$ cat src/rtl/run_detect_pkg.sv
// -----------------------------------------------------------------------------
// run_detect_pkg
// Shared definitions for the run-of-ones detection controller.
//   - state_t  : binary-encoded FSM states (2'b11 is an illegal encoding)
//   - DEF_*_W  : default widths for run length, window size and detection count
// -----------------------------------------------------------------------------
package run_detect_pkg;

  typedef enum logic [1:0] {
    S_IDLE    = 2'b00,
    S_RUN     = 2'b01,
    S_DONE    = 2'b10,
    S_ILLEGAL = 2'b11
  } state_t;

  localparam int DEF_LEN_W = 4;
  localparam int DEF_WIN_W = 8;
  localparam int DEF_CNT_W = 8;

endpackage

$ cat src/rtl/run_len_cnt.sv
// -----------------------------------------------------------------------------
// run_len_cnt
// Saturating run-of-ones counter with a >= comparator against the latched
// required length.
// Ports:
//   clk, reset  : clock, synchronous active-high reset
//   i_clr       : clear run counter and detect (job start / job end)
//   i_en        : a bit is consumed this cycle
//   i_bit       : the consumed data bit
//   i_len_q     : latched required run length
//   o_hit       : combinational (run_next >= i_len_q)
//   o_detect    : registered detect flag
// -----------------------------------------------------------------------------
module run_len_cnt
  import run_detect_pkg::*;
#(
  parameter int LEN_W = DEF_LEN_W
) (
  input  logic             clk,
  input  logic             reset,
  input  logic             i_clr,
  input  logic             i_en,
  input  logic             i_bit,
  input  logic [LEN_W-1:0] i_len_q,
  output logic             o_hit,
  output logic             o_detect
);

  localparam logic [LEN_W-1:0] RUN_MAX = '1;

  logic [LEN_W-1:0] r_run;
  logic [LEN_W-1:0] w_run_next;
  logic             r_detect;

  // The counter sticks at its maximum so a very long run keeps comparing
  // true instead of wrapping back below the length.
  always_comb begin
    w_run_next = '0;
    if (i_bit) begin
      if (r_run == RUN_MAX) w_run_next = RUN_MAX;
      else                  w_run_next = r_run + 1'b1;
    end
  end

  assign o_hit = (w_run_next >= i_len_q);

  always_ff @(posedge clk) begin
    if (reset) begin
      r_run    <= '0;
      r_detect <= 1'b0;
    end else if (i_clr) begin
      r_run    <= '0;
      r_detect <= 1'b0;
    end else if (i_en) begin
      r_run    <= w_run_next;
      r_detect <= o_hit;
    end
  end

  assign o_detect = r_detect;

endmodule

$ cat src/rtl/run_detect_ctrl.sv
// -----------------------------------------------------------------------------
// run_detect_ctrl
// Sequences a run-of-ones detection job over a window of valid serial bits.
// Ports:
//   clk, reset   : clock, synchronous active-high reset
//   start        : job request (sampled in IDLE only)
//   cfg_len      : required run length, latched on an accepted start
//   cfg_win      : number of valid bits to consume, latched on an accepted start
//   data_valid   : data_in carries a bit this cycle
//   data_in      : serial data bit
//   busy         : high in RUN and DONE
//   detect       : registered, high while current run >= latched length
//   det_count    : saturating count of distinct qualifying runs
//   done         : one-cycle pulse at job end
//   err          : one-cycle pulse on a rejected start (zero length or window)
// -----------------------------------------------------------------------------
module run_detect_ctrl
  import run_detect_pkg::*;
#(
  parameter int LEN_W = DEF_LEN_W,
  parameter int WIN_W = DEF_WIN_W,
  parameter int CNT_W = DEF_CNT_W
) (
  input  logic             clk,
  input  logic             reset,
  input  logic             start,
  input  logic [LEN_W-1:0] cfg_len,
  input  logic [WIN_W-1:0] cfg_win,
  input  logic             data_valid,
  input  logic             data_in,
  output logic             busy,
  output logic             detect,
  output logic [CNT_W-1:0] det_count,
  output logic             done,
  output logic             err
);

  localparam logic [CNT_W-1:0] CNT_MAX = '1;

  state_t           r_state;
  logic [LEN_W-1:0] r_len_q;
  logic [WIN_W-1:0] r_win_q;
  logic [WIN_W-1:0] r_bit_cnt;
  logic [CNT_W-1:0] r_det_count;
  logic             r_done;
  logic             r_err;

  logic             w_cfg_ok;
  logic             w_accept;
  logic             w_consume;
  logic [WIN_W-1:0] w_bit_cnt_inc;
  logic             w_last;
  logic             w_clr;
  logic             w_hit;
  logic             w_detect;
  logic             w_rise;

  assign w_cfg_ok      = (cfg_len != '0) && (cfg_win != '0);
  assign w_accept      = (r_state == S_IDLE) && start && w_cfg_ok;
  assign w_consume     = (r_state == S_RUN) && data_valid;
  assign w_bit_cnt_inc = r_bit_cnt + 1'b1;
  assign w_last        = (w_bit_cnt_inc == r_win_q);

  // Detect is cleared on a new job, when leaving DONE, and on recovery from
  // the illegal encoding.
  assign w_clr = w_accept || (r_state == S_DONE) || (r_state == S_ILLEGAL);

  // A qualifying run is counted on its 0->1 detect edge only, so a saturated
  // run counter that keeps hitting does not count again.
  assign w_rise = w_consume && w_hit && !w_detect;

  run_len_cnt #(
    .LEN_W (LEN_W)
  ) u_run_len_cnt (
    .clk      (clk),
    .reset    (reset),
    .i_clr    (w_clr),
    .i_en     (w_consume),
    .i_bit    (data_in),
    .i_len_q  (r_len_q),
    .o_hit    (w_hit),
    .o_detect (w_detect)
  );

  always_ff @(posedge clk) begin
    if (reset) begin
      r_state     <= S_IDLE;
      r_len_q     <= '0;
      r_win_q     <= '0;
      r_bit_cnt   <= '0;
      r_det_count <= '0;
      r_done      <= 1'b0;
      r_err       <= 1'b0;
    end else begin
      r_done <= 1'b0;
      r_err  <= 1'b0;
      case (r_state)
        S_IDLE: begin
          if (start) begin
            if (!w_cfg_ok) begin
              r_err <= 1'b1;
            end else begin
              r_len_q     <= cfg_len;
              r_win_q     <= cfg_win;
              r_bit_cnt   <= '0;
              r_det_count <= '0;
              r_state     <= S_RUN;
            end
          end
        end
        S_RUN: begin
          if (data_valid) begin
            r_bit_cnt <= w_bit_cnt_inc;
            if (w_rise && (r_det_count != CNT_MAX))
              r_det_count <= r_det_count + 1'b1;
            if (w_last) begin
              r_state <= S_DONE;
              r_done  <= 1'b1;
            end
          end
        end
        S_DONE: begin
          r_state <= S_IDLE;
        end
        default: begin
          r_state     <= S_IDLE;
          r_det_count <= '0;
        end
      endcase
    end
  end

  assign busy      = (r_state == S_RUN) || (r_state == S_DONE);
  assign detect    = w_detect;
  assign det_count = r_det_count;
  assign done      = r_done;
  assign err       = r_err;

endmodule

$ cat config.mk
export PLATFORM = sky130hd
export DESIGN_NAME = run_detect_ctrl
export DESIGN_NICKNAME = d
export VERILOG_FILES = /design/src/rtl/run_detect_pkg.sv /design/src/rtl/run_len_cnt.sv /design/src/rtl/run_detect_ctrl.sv
export SDC_FILE = /design/constraint.sdc
export NUM_CORES = 1
export LEC_CHECK = 0
export BUFFER_PORTS_ARGS = -buffer_cell sky130_fd_sc_hd__clkbuf_2
export CAP_MARGIN = 20
export CORE_MARGIN = 5
export CORE_UTILIZATION = 30
export DETAILED_ROUTE_END_ITERATION = 8
export GPL_TIMING_DRIVEN = 0
export PLACE_DENSITY = 0.46
export SLEW_MARGIN = 20
export SYNTH_ARGS = -nofsm -noshare
export SYNTH_HDL_FRONTEND = slang
export SYNTH_SLANG_ARGS = --single-unit
$ cat constraint.sdc
create_clock -name clk -period 7.4 [get_ports clk]
set_clock_uncertainty 0.2 [all_clocks]
set_input_delay 1.11 -clock clk [delete_from_list [all_inputs] [get_ports clk]]
set_output_delay 1.11 -clock clk [all_outputs]
set_load 0.01 [all_outputs]
==> results of run 1 <==
==> final timing paths <==
check | depth (start not counted) | startpoint | end | slack (ns)
hold reg to reg | 2 | u_run_len_cnt.r_run[1]$_SDFFE_PP0P_ | u_run_len_cnt.r_run[1]$_SDFFE_PP0P_ | 0.28
setup / recovery | 9 | data_in | det_count[7]$_SDFFE_PP0P_ | 4.24
hold / removal | 2 | u_run_len_cnt.r_run[1]$_SDFFE_PP0P_ | u_run_len_cnt.r_run[1]$_SDFFE_PP0P_ | 0.28
setup reg to reg | 10 | u_run_len_cnt.r_run[0]$_SDFFE_PP0P_ | det_count[7]$_SDFFE_PP0P_ | 4.41
==> stage by stage <==
stage	total power [mW]	util	worst slack [ns]	instances	instance area (um^2)
global route	0.458	0.352	4.07	355	2370
finish	0.432	0.352	4.24	355	2370
global placement	0.297	0.339	3.89	347	2280
CTS	0.441	0.352	4.21	355	2370
floorplan	0.273	-	4.43	241	2050
detailed placement	0.296	0.339	3.91	347	2280
==> per-layer routing <==
metal	share of wire	track usage
met1	0.50	0.155
met3	0.043	0.0292
met2	0.45	0.187
met5	0	0
met4	0.010	0.0403
==> worst reg2reg max path: stages (launching register included) <==
cell      delay (ns)
dfxtp_1         0.37
ha_1            0.21
and3_1          0.19
o21ai_0         0.12
ha_1            0.29
nand2b_1        0.09
a21oi_1         0.06
o21ai_0         0.52
a21oi_2         0.22
or4b_1          0.50
a21oi_1         0.15
==> state kept, by name, summed over array words and instances, names as in the netlist <==
signal,flops
r_win_q,8
err,1
r_bit_cnt,8
det_count,8
r_state,2
u_run_len_cnt.r_run,4
done,1
r_len_q,4
u_run_len_cnt.o_detect,1
==> area by class of cell <==
type / instances / area [um^2]
fillers: 725 / 4350
multi-input cells: 183 / 1220
flip-flops and latches: 37 / 741
repair buffers: 26 / 130
well taps: 80 / 100
clock buffers: 5 / 68.8
plain buffers: 10 / 50.0
inverters: 11 / 41.3
clock inverters: 3 / 17.5
==> logic make-up (layout without fill, tap and decap cells) <==
group           count (synthesis)  in the layout  share of synthesized area
buf+inv                        21             55                     0.0446
simple gates                   84             84                      0.220
mux                            10             10                     0.0488
flops                          37             37                      0.361
xor+xnor                       14             14                     0.0598
fa+ha+maj                      11             11                     0.0672
compound gates                 64             64                      0.198
==> cell usage in the layout, fill, tap and decap left out, types with 2 or more instances in the layout <==
cell type	count
dfxtp_1	37
xnor2_1	8
and3_1	4
clkbuf_1	5
nand4_1	2
buf_2	3
nor3_1	5
nand3_1	12
a21oi_1	28
nor4_1	2
ha_1	11
inv_1	11
a41oi_1	2
nand2_1	13
a31oi_1	3
clkinv_2	2
mux2i_1	10
and2_1	2
clkbuf_8	5
nand2b_1	2
nor2_1	26
o21ai_0	11
xor2_1	6
or3_1	3
a211oi_1	6
clkbuf_2	27
and4_1	2
nor4_2	2
a21o_1	2
==> report_power, final <==
group | internal, mW | switching (mW) | total, mW
logic | 0.0306 | 0.0487 | 0.0792
registers | 0.206 | 0.00542 | 0.212
clock network | 0.0651 | 0.0757 | 0.141
total | 0.302 | 0.130 | 0.432
==> results.tsv, run 1 <==
metric	value	unit
drtAntennaViolNets	0	
cts_buffers	5	
cts_resized	0	
status	finished clean	
wl	4810	um
yosysWarnings	0	
ir_drop	0.0605	mV
synthCells	241	
worst_setup_path_end_kind	flip-flop	
fin_crit_sh	0.427	
drive_above_1_share	0.178	
finalHoldViolCount	0	
finalNetCount	302	
grt_pass1_wl	8140	um
slew_viol_final	0	
path_max_fanout	9	
vias	1782	
place_congestion	0.733	
critical_path_class	input port to flip-flop	
synth_common_cells	dfxtp_1 (37), a21oi_1 (28), nor2_1 (26)	
antenna_found_initial	0	
vias_per_cell	5.02	
die_x	92.7	um
root_buffer	clkbuf_8	
clk_path_buf_depth	2	
synth_top_area_cell	dfxtp_1	
overflow	0	
start_util	0.305	
dieArea	8580	um^2
wl_per_cell	13.5	um
cp_num_buf_inv	2	
synth-async-reset-ratio	0	
drt_iter0_markers	59	
slowest_stage	o21ai_0	
first_pass_iters	4	
critPathArrivalTime	3.18	ns
pwr_density_cell	182	nW/um^2
cts_tree	built	
synth_area	2050	um^2
relSlewSlack	0.575	
clock.fmax	317	MHz
clk_pin_slew	0.08	ns
synth-seq-area-share	0.361	
cp-start-kind	input port	
grt_pass1_vias	1700	
syn2layout_area_growth	15.4	%
syn_nets	269	
cap_violations	0	
path_cells	clkbuf_2 -> inv_1 -> a211oi_1 -> ha_1 -> nand2_1 -> o21ai_0 -> a21oi_2 -> or4b_1 -> a21oi_1	
ys.flop_type	dfxtp_1	
tns	0	ns
crit_path_max_incr_delay	0.50	ns
ys_seq_elements	37	
clock_latency	0.29	ns
cp_top_family	compound AO/OA/AOI/OAI gates	
grt_usage	0.117	
cts_setup_buffers	0	
ioPinCount	29	
period_minus_slack	3.16	ns
dp_hpwl	3660	um
cts_max_level	2	
synth_top_area_frac	0.361	
rsz0062_at_grt	false	
drc	0	
grt_max_degree	13	
holdWs	0.279	ns
tightestPinTransition	0.630	ns
required	7.42	ns
clkSinkCount	37	
finalSetupViolations	0	
p_leak	0.929	nW
synth_edf_count	0	
die_y	92.7	um
yosys.cell_count.top_type	dfxtp_1	
coreArea	6720	um^2
holdBufCountCts	0	
synth_area_leaders	dfxtp_1 (36%), a21oi_1 (6.8%), ha_1 (6.7%), mux2i_1 (4.9%), nor2_1 (4.8%)	
hp-class	flip-flop to flip-flop	
rows	30	
io_buffers	26	
syn_avg_cell_area	8.50	um^2
synth.distinct_cells	49	
antenna_cells	0	
Power figures use the tool's default switching activity.
==> inputs of run 2 (changes only) <==
Settings changed: ABC_AREA set to 1, PLACE_DENSITY 0.46 to 0.48.
Clock period 7.4 ns to 2.53 ns, I/O delays scaled along.
==> run 2 against run 1 <==
Count of clock-buffer cells in the layout rose by 3; setup slack worse by 4.1 ns; sequential power rose to 3.1 times the previous value; total power grew to 3.4 times the previous value; clock power rose to 2.9 times the previous value; cell count is 28% higher; sequential share of layout area decreased by 2.6 points; critical path depth is 6 higher; die area increased by 6.6%; largest power group unchanged.
==> results.tsv, run 2 <==
metric	value	unit
status	finished clean	
antenna_cells	0	
synth-async-reset-ratio	0	
grt_max_degree	11	
synth_edf_count	0	
grt_pass1_vias	1940	
grt_usage	0.134	
drc	0	
cap_violations	0	
layout.cells.non_filler	456	
start_util	0.305	
fill_cells	824	
clk_pin_slew	0.07	ns
grt_pass1_wl	9500	um
tns	0	ns
synth_top_area_cell	dfxtp_1	
cts_tree	built	
clock_latency	0.29	ns
wl_per_cell	12.3	um
r2r_cells	15	
overflow	0	
holdBufCountCts	0	
multi_input_area	1280	um^2
yosysWarnings	0	
clk_path_buf_depth	2	
ioPinCount	29	
clkSinkCount	37	
critical_path_class	flip-flop to flip-flop	
p_leak	1.08	nW
finalNetCount	384	
drive_above_1_share	0.199	
whs_path_depth	3	
synth_area_leaders	dfxtp_1 (34%), nand2_1 (12%), a21oi_1 (7.5%), nand3_1 (6.4%), ha_1 (6.3%)	
relSlewSlack	0.617	
vias_per_cell	4.63	
slowest_stage	dfxtp_2	
io_buffers	28	
setup_ws	0.163	ns
finalHoldViolCount	0	
drt_iter0_markers	95	
dp.cells	445	
ys.flop_type	dfxtp_1	
worst_setup_path_end_kind	flip-flop	
rows	31	
synth_common_cells	nand2_1 (73), dfxtp_1 (37), inv_1 (36)	
hp-class	input port to flip-flop	
synth_top_area_frac	0.337	
tightestPinTransition	0.574	ns
fin_crit_sh	0.936	
synth_area	2200	um^2
root_buffer	clkbuf_8	
ys_seq_elements	37	
synth.distinct_cells	34	
seq_area	743	um^2
cp-start-kind	flip-flop	
synth-seq-area-share	0.337	
finalSetupViolations	0	
dieArea	9150	um^2
vias	2109	
die_y	95.7	um
place_congestion	0.790	
pwr_density_cell	576	nW/um^2
period_minus_slack	2.37	ns
ir_drop	0.250	mV
synthCells	318	
layout_commonest_cell	nand2_1	
drtAntennaViolNets	0	
antenna_found_initial	0	
mostFrequentLayoutCells	nand2_1 (73), inv_1 (35), dfxtp_1 (35)	
wl	5620	um
fin_util	0.358	
syn_avg_cell_area	6.92	um^2
clock.fmax	422	MHz
cts_max_level	2	
cts_buffers	5	
coreArea	7210	um^2
slew_viol_final	0	
path_max_fanout	8	
syn_nets	346	
path_cells	ha_2 -> inv_2 -> nor2_1 -> o21a_1 -> ha_1 -> inv_1 -> o21bai_1 -> nand3_1 -> nand3_2 -> nand3_2 -> nand2_4 -> nand3_4 -> buf_4 -> nand2_1 -> a21oi_1	
required	2.48	ns
critPathArrivalTime	2.32	ns
crit_path_max_incr_delay	0.33	ns
first_pass_iters	4	
die_x	95.7	um
holdWs	0.171	ns
cp_common_cell	nand3_2	
yosys.cell_count.top_type	nand2_1	
dp_hpwl	4300	um
syn2layout_area_growth	17.5	%
pre_cts_slack	0.0651	ns
[run 2: changes by cell type in the layout (fill, tap and decap cells not counted), moves of 4 or more]
cell,before,now
and3_1,4,0
nand2_1,13,73
mux2i_1,10,0
nor2_2,0,5
nand2_2,0,6
nand3_1,12,27
xnor2_1,8,2
nand4_1,2,13
nand3_2,0,4
a211oi_1,6,1
inv_1,11,35
[run 2: routing by layer]
layer  share of wire  GRT usage  wire length, um  up-vias
li1                -          -                -     1123
met1            0.51      0.188             2850      950
met2            0.44      0.205             2480       31
met3           0.040     0.0316              222        5
met4           0.011     0.0355               59        0
met5               0          0                0        -
[run 2: worst max-delay path: cells and delay by family, from the launching register on]
kind                     cells  cell delay (ns)
AO/OA/AOI/OAI                3             0.35
adder cells (fa/ha/maj)      2             0.50
buffers and inverters        3             0.28
flip-flops                   1             0.33
AND/OR/NAND/NOR              7             0.57
[run 2: power breakdown]
| group | internal, mW | total [mW] | leakage (nW) | switching, mW |
|---|---|---|---|---|
| registers | 0.624 | 0.655 | 0.302 | 0.0304 |
| clock network | 0.196 | 0.408 | 0.0395 | 0.212 |
| logic | 0.154 | 0.426 | 0.740 | 0.272 |
[run 2: cells by family (layout without fill, tap and decap cells)]
logic type / after synthesis / after routing / share of synthesized area
XOR/XNOR: 7 / 7 / 0.0279
flip-flops: 37 / 37 / 0.337
AND/OR/NAND/NOR: 163 / 163 / 0.350
buffers and inverters: 46 / 85 / 0.0881
adder cells (fa/ha/maj): 11 / 11 / 0.0625
AO/OA/AOI/OAI: 54 / 54 / 0.135
[run 2: timing repair]
item	4_1_cts	5_1_grt
endpoints found under the setup margin	0	8
buffers inserted	0	3
gates resized for setup	0	7
[run 2: worst paths after layout]
| path | from | endpoint | slack [ns] |
|---|---|---|---|
| worst max-delay path | u_run_len_cnt.r_run[0]$_SDFFE_PP0P_ | det_count[7]$_SDFFE_PP0P_ | 0.16 |
| worst min-delay path | cfg_win[1] | r_win_q[1]$_SDFFE_PP0P_ | 0.17 |
| worst max register to register | u_run_len_cnt.r_run[0]$_SDFFE_PP0P_ | det_count[7]$_SDFFE_PP0P_ | 0.16 |
| worst min register to register | r_len_q[3]$_SDFFE_PP0P_ | r_len_q[3]$_SDFFE_PP0P_ | 0.27 |
[run 2: metrics by stage]
stage | instance area (um^2) | total power [mW]
finish | 2580 | 1.49
global placement | 2460 | 1.08
floorplan | 2200 | 0.958
global route | 2580 | 1.59
CTS | 2540 | 1.49
detailed placement | 2460 | 1.08
[run 2: cell type report]
type | instances | area share
Inverter | 39 | 0.0571
Multi-Input combinational cell | 235 | 0.496
Buffer | 7 | 0.0179
Clock buffer | 8 | 0.0310
Timing Repair Buffer | 31 | 0.0629
Sequential cell | 37 | 0.288
Tap cell | 99 | 0.0479
==> inputs of run 3 (changes only) <==
Settings changed: CORE_UTILIZATION 30 to 45, PLACE_DENSITY 0.48 to 0.66.
==> run 3 against run 2 <==
Flip-flop and latch count unchanged; sequential power about the same; via count up 2.6%; core utilization grew 18 points; highest routed layer unchanged.
==> results.tsv, run 3 (synthesis results as in run 2) <==
metric	value	unit
status	finished clean	
fin_crit_sh	0.921	
cap_violations	0	
ir_drop	0.308	mV
cts_tree	built	
grt_pass1_vias	1970	
clock_latency	0.28	ns
holdBufCountCts	0	
fill_cells	485	
reg2reg_from	u_run_len_cnt.r_run[0]$_SDFFE_PP0P_	
whs_path_depth	3	
vias	2163	
internal_power	1.02	mW
worst_setup_path_end_kind	flip-flop	
wl	5250	um
layout_commonest_cell	nand2_1	
path_cells	ha_2 -> o21a_1 -> ha_1 -> inv_1 -> o21bai_1 -> nand3_1 -> nand3_2 -> nand3_2 -> nand2_4 -> nand3_4 -> clkinv_1 -> nand2_1 -> nand2_1 -> nor2_1	
vias_per_cell	5.10	
cts_buffers	5	
grt_max_degree	12	
path_max_fanout	6	
drt_iter0_markers	133	
tns	0	ns
place_area	2420	um^2
coreArea	4720	um^2
postLayoutCellArea	2560	um^2
ioPinCount	29	
grt_usage	0.176	
path_depth	14	
r2r_cells	14	
p_switching	0.525	mW
finalSetupViolations	0	
mostFrequentLayoutCells	nand2_1 (73), inv_1 (35), dfxtp_1 (35)	
antenna_found_initial	0	
clk_path_buf_depth	2	
slew_viol_final	0	
p_leak	1.10	nW
antenna_cells	0	
relSlewSlack	0.599	
finalNetCount	384	
multi_input_area	1290	um^2
wl_per_cell	12.4	um
required	2.49	ns
cp-start-kind	flip-flop	
rows	25	
drive_above_1_share	0.204	
pwr-share-clk	0.301	
clk_pin_slew	0.08	ns
swShare	0.340	
tightestPinTransition	0.601	ns
pwr_density_cell	602	nW/um^2
regToRegSetupSlack	0.20	ns
crit_path_max_incr_delay	0.35	ns
overflow	0	
critPathArrivalTime	2.29	ns
cp_num_buf_inv	2	
combinationalPowerShare	0.274	
dieArea	6390	um^2
holdWs	0.139	ns
startpoint	u_run_len_cnt.r_run[0]$_SDFFE_PP0P_	
place_congestion	0.795	
finalHoldViolCount	0	
reg2reg_to	det_count[1]$_SDFFE_PP0P_	
dp_hpwl	3880	um
clkSinkCount	37	
drc	0	
io_buffers	28	
start_util	0.466	
grt_pass1_wl	8940	um
root_buffer	clkbuf_8	
power_frac_seq	0.425	
cts_max_level	2	
die_y	79.9	um
drtAntennaViolNets	0	
syn2layout_area_growth	16.5	%
endpoint	det_count[1]$_SDFFE_PP0P_	
seq_area	743	um^2
first_pass_iters	5	
cp_top_family	simple AND/OR/NAND/NOR gates	
die_x	79.9	um
clock.fmax	429	MHz
period_minus_slack	2.33	ns
critical_path_class	flip-flop to flip-flop	
slowest_stage	dfxtp_2	
hp-class	input port to flip-flop	
## run 3: cell types whose count changed in the layout (fill, tap and decap cells not counted), sizes merged
cell / delta
clkbuf: -1
buf: -1
nand3: +1
clkinv: +1
## run 3: power by group through the flow
stage	combinational (mW)	sequential, mW	clock [mW]
2_1_floorplan	0.291	0.666	0
3_3_place_gp	0.396	0.669	0
3_5_place_dp	0.399	0.669	0
4_1_cts	0.400	0.655	0.470
5_1_grt	0.476	0.663	0.498
6_report	0.424	0.656	0.465
## run 3: how the worst min path moves through the flow
stage | endpoint | from
after floorplan | r_len_q[1]$_SDFFE_PP0P_ | r_len_q[1]$_SDFFE_PP0P_
after global placement | r_len_q[1]$_SDFFE_PP0P_ | r_len_q[1]$_SDFFE_PP0P_
after detailed placement | r_win_q[7]$_SDFFE_PP0P_ | r_win_q[7]$_SDFFE_PP0P_
after CTS | err$_SDFF_PP0_ | start
after global routing | err$_SDFF_PP0_ | start
final | err$_SDFF_PP0_ | start
## run 3: final cells by class
type,instances,share of cell area
Timing Repair Buffer,30,0.0605
Clock inverter,1,0.00195
Sequential cell,37,0.290
Multi-Input combinational cell,236,0.502
Tap cell,67,0.0327
Clock buffer,7,0.0376
Inverter,39,0.0576
Buffer,7,0.0180
## run 3: through the flow
| stage | power, mW | std cells | util | worst slack, ns |
|---|---|---|---|---|
| after global placement | 1.06 | 413 | 0.513 | 0.0941 |
| final | 1.54 | 424 | 0.543 | 0.200 |
| after floorplan | 0.958 | 318 | - | 0.316 |
| after detailed placement | 1.07 | 413 | 0.513 | 0.0748 |
| after global routing | 1.64 | 424 | 0.543 | -0.00132 |
| after CTS | 1.53 | 421 | 0.535 | 0.0513 |
## run 3: worst register-to-register path, stage by stage (launching register included)
cell      delay, ns
dfxtp_2        0.35
ha_2           0.27
o21a_1         0.21
ha_1           0.29
inv_1          0.04
o21bai_1       0.11
nand3_1        0.09
nand3_2        0.09
nand3_2        0.10
nand2_4        0.11
nand3_4        0.12
clkinv_1       0.09
nand2_1        0.05
nand2_1        0.05
nor2_1         0.03
## run 3: layer usage
metal | vias to the layer above | global-route usage | wire [um]
li1 | 1130 | - | -
met1 | 974 | 0.244 | 2570
met2 | 55 | 0.276 | 2320
met3 | 4 | 0.0406 | 324
met4 | 0 | 0.0355 | 41
met5 | - | 0 | 0
## run 3: repair_timing
action	4_1_cts	5_1_grt
buffers inserted	0	2
gates resized for setup	0	6
endpoints found under the setup margin	0	8
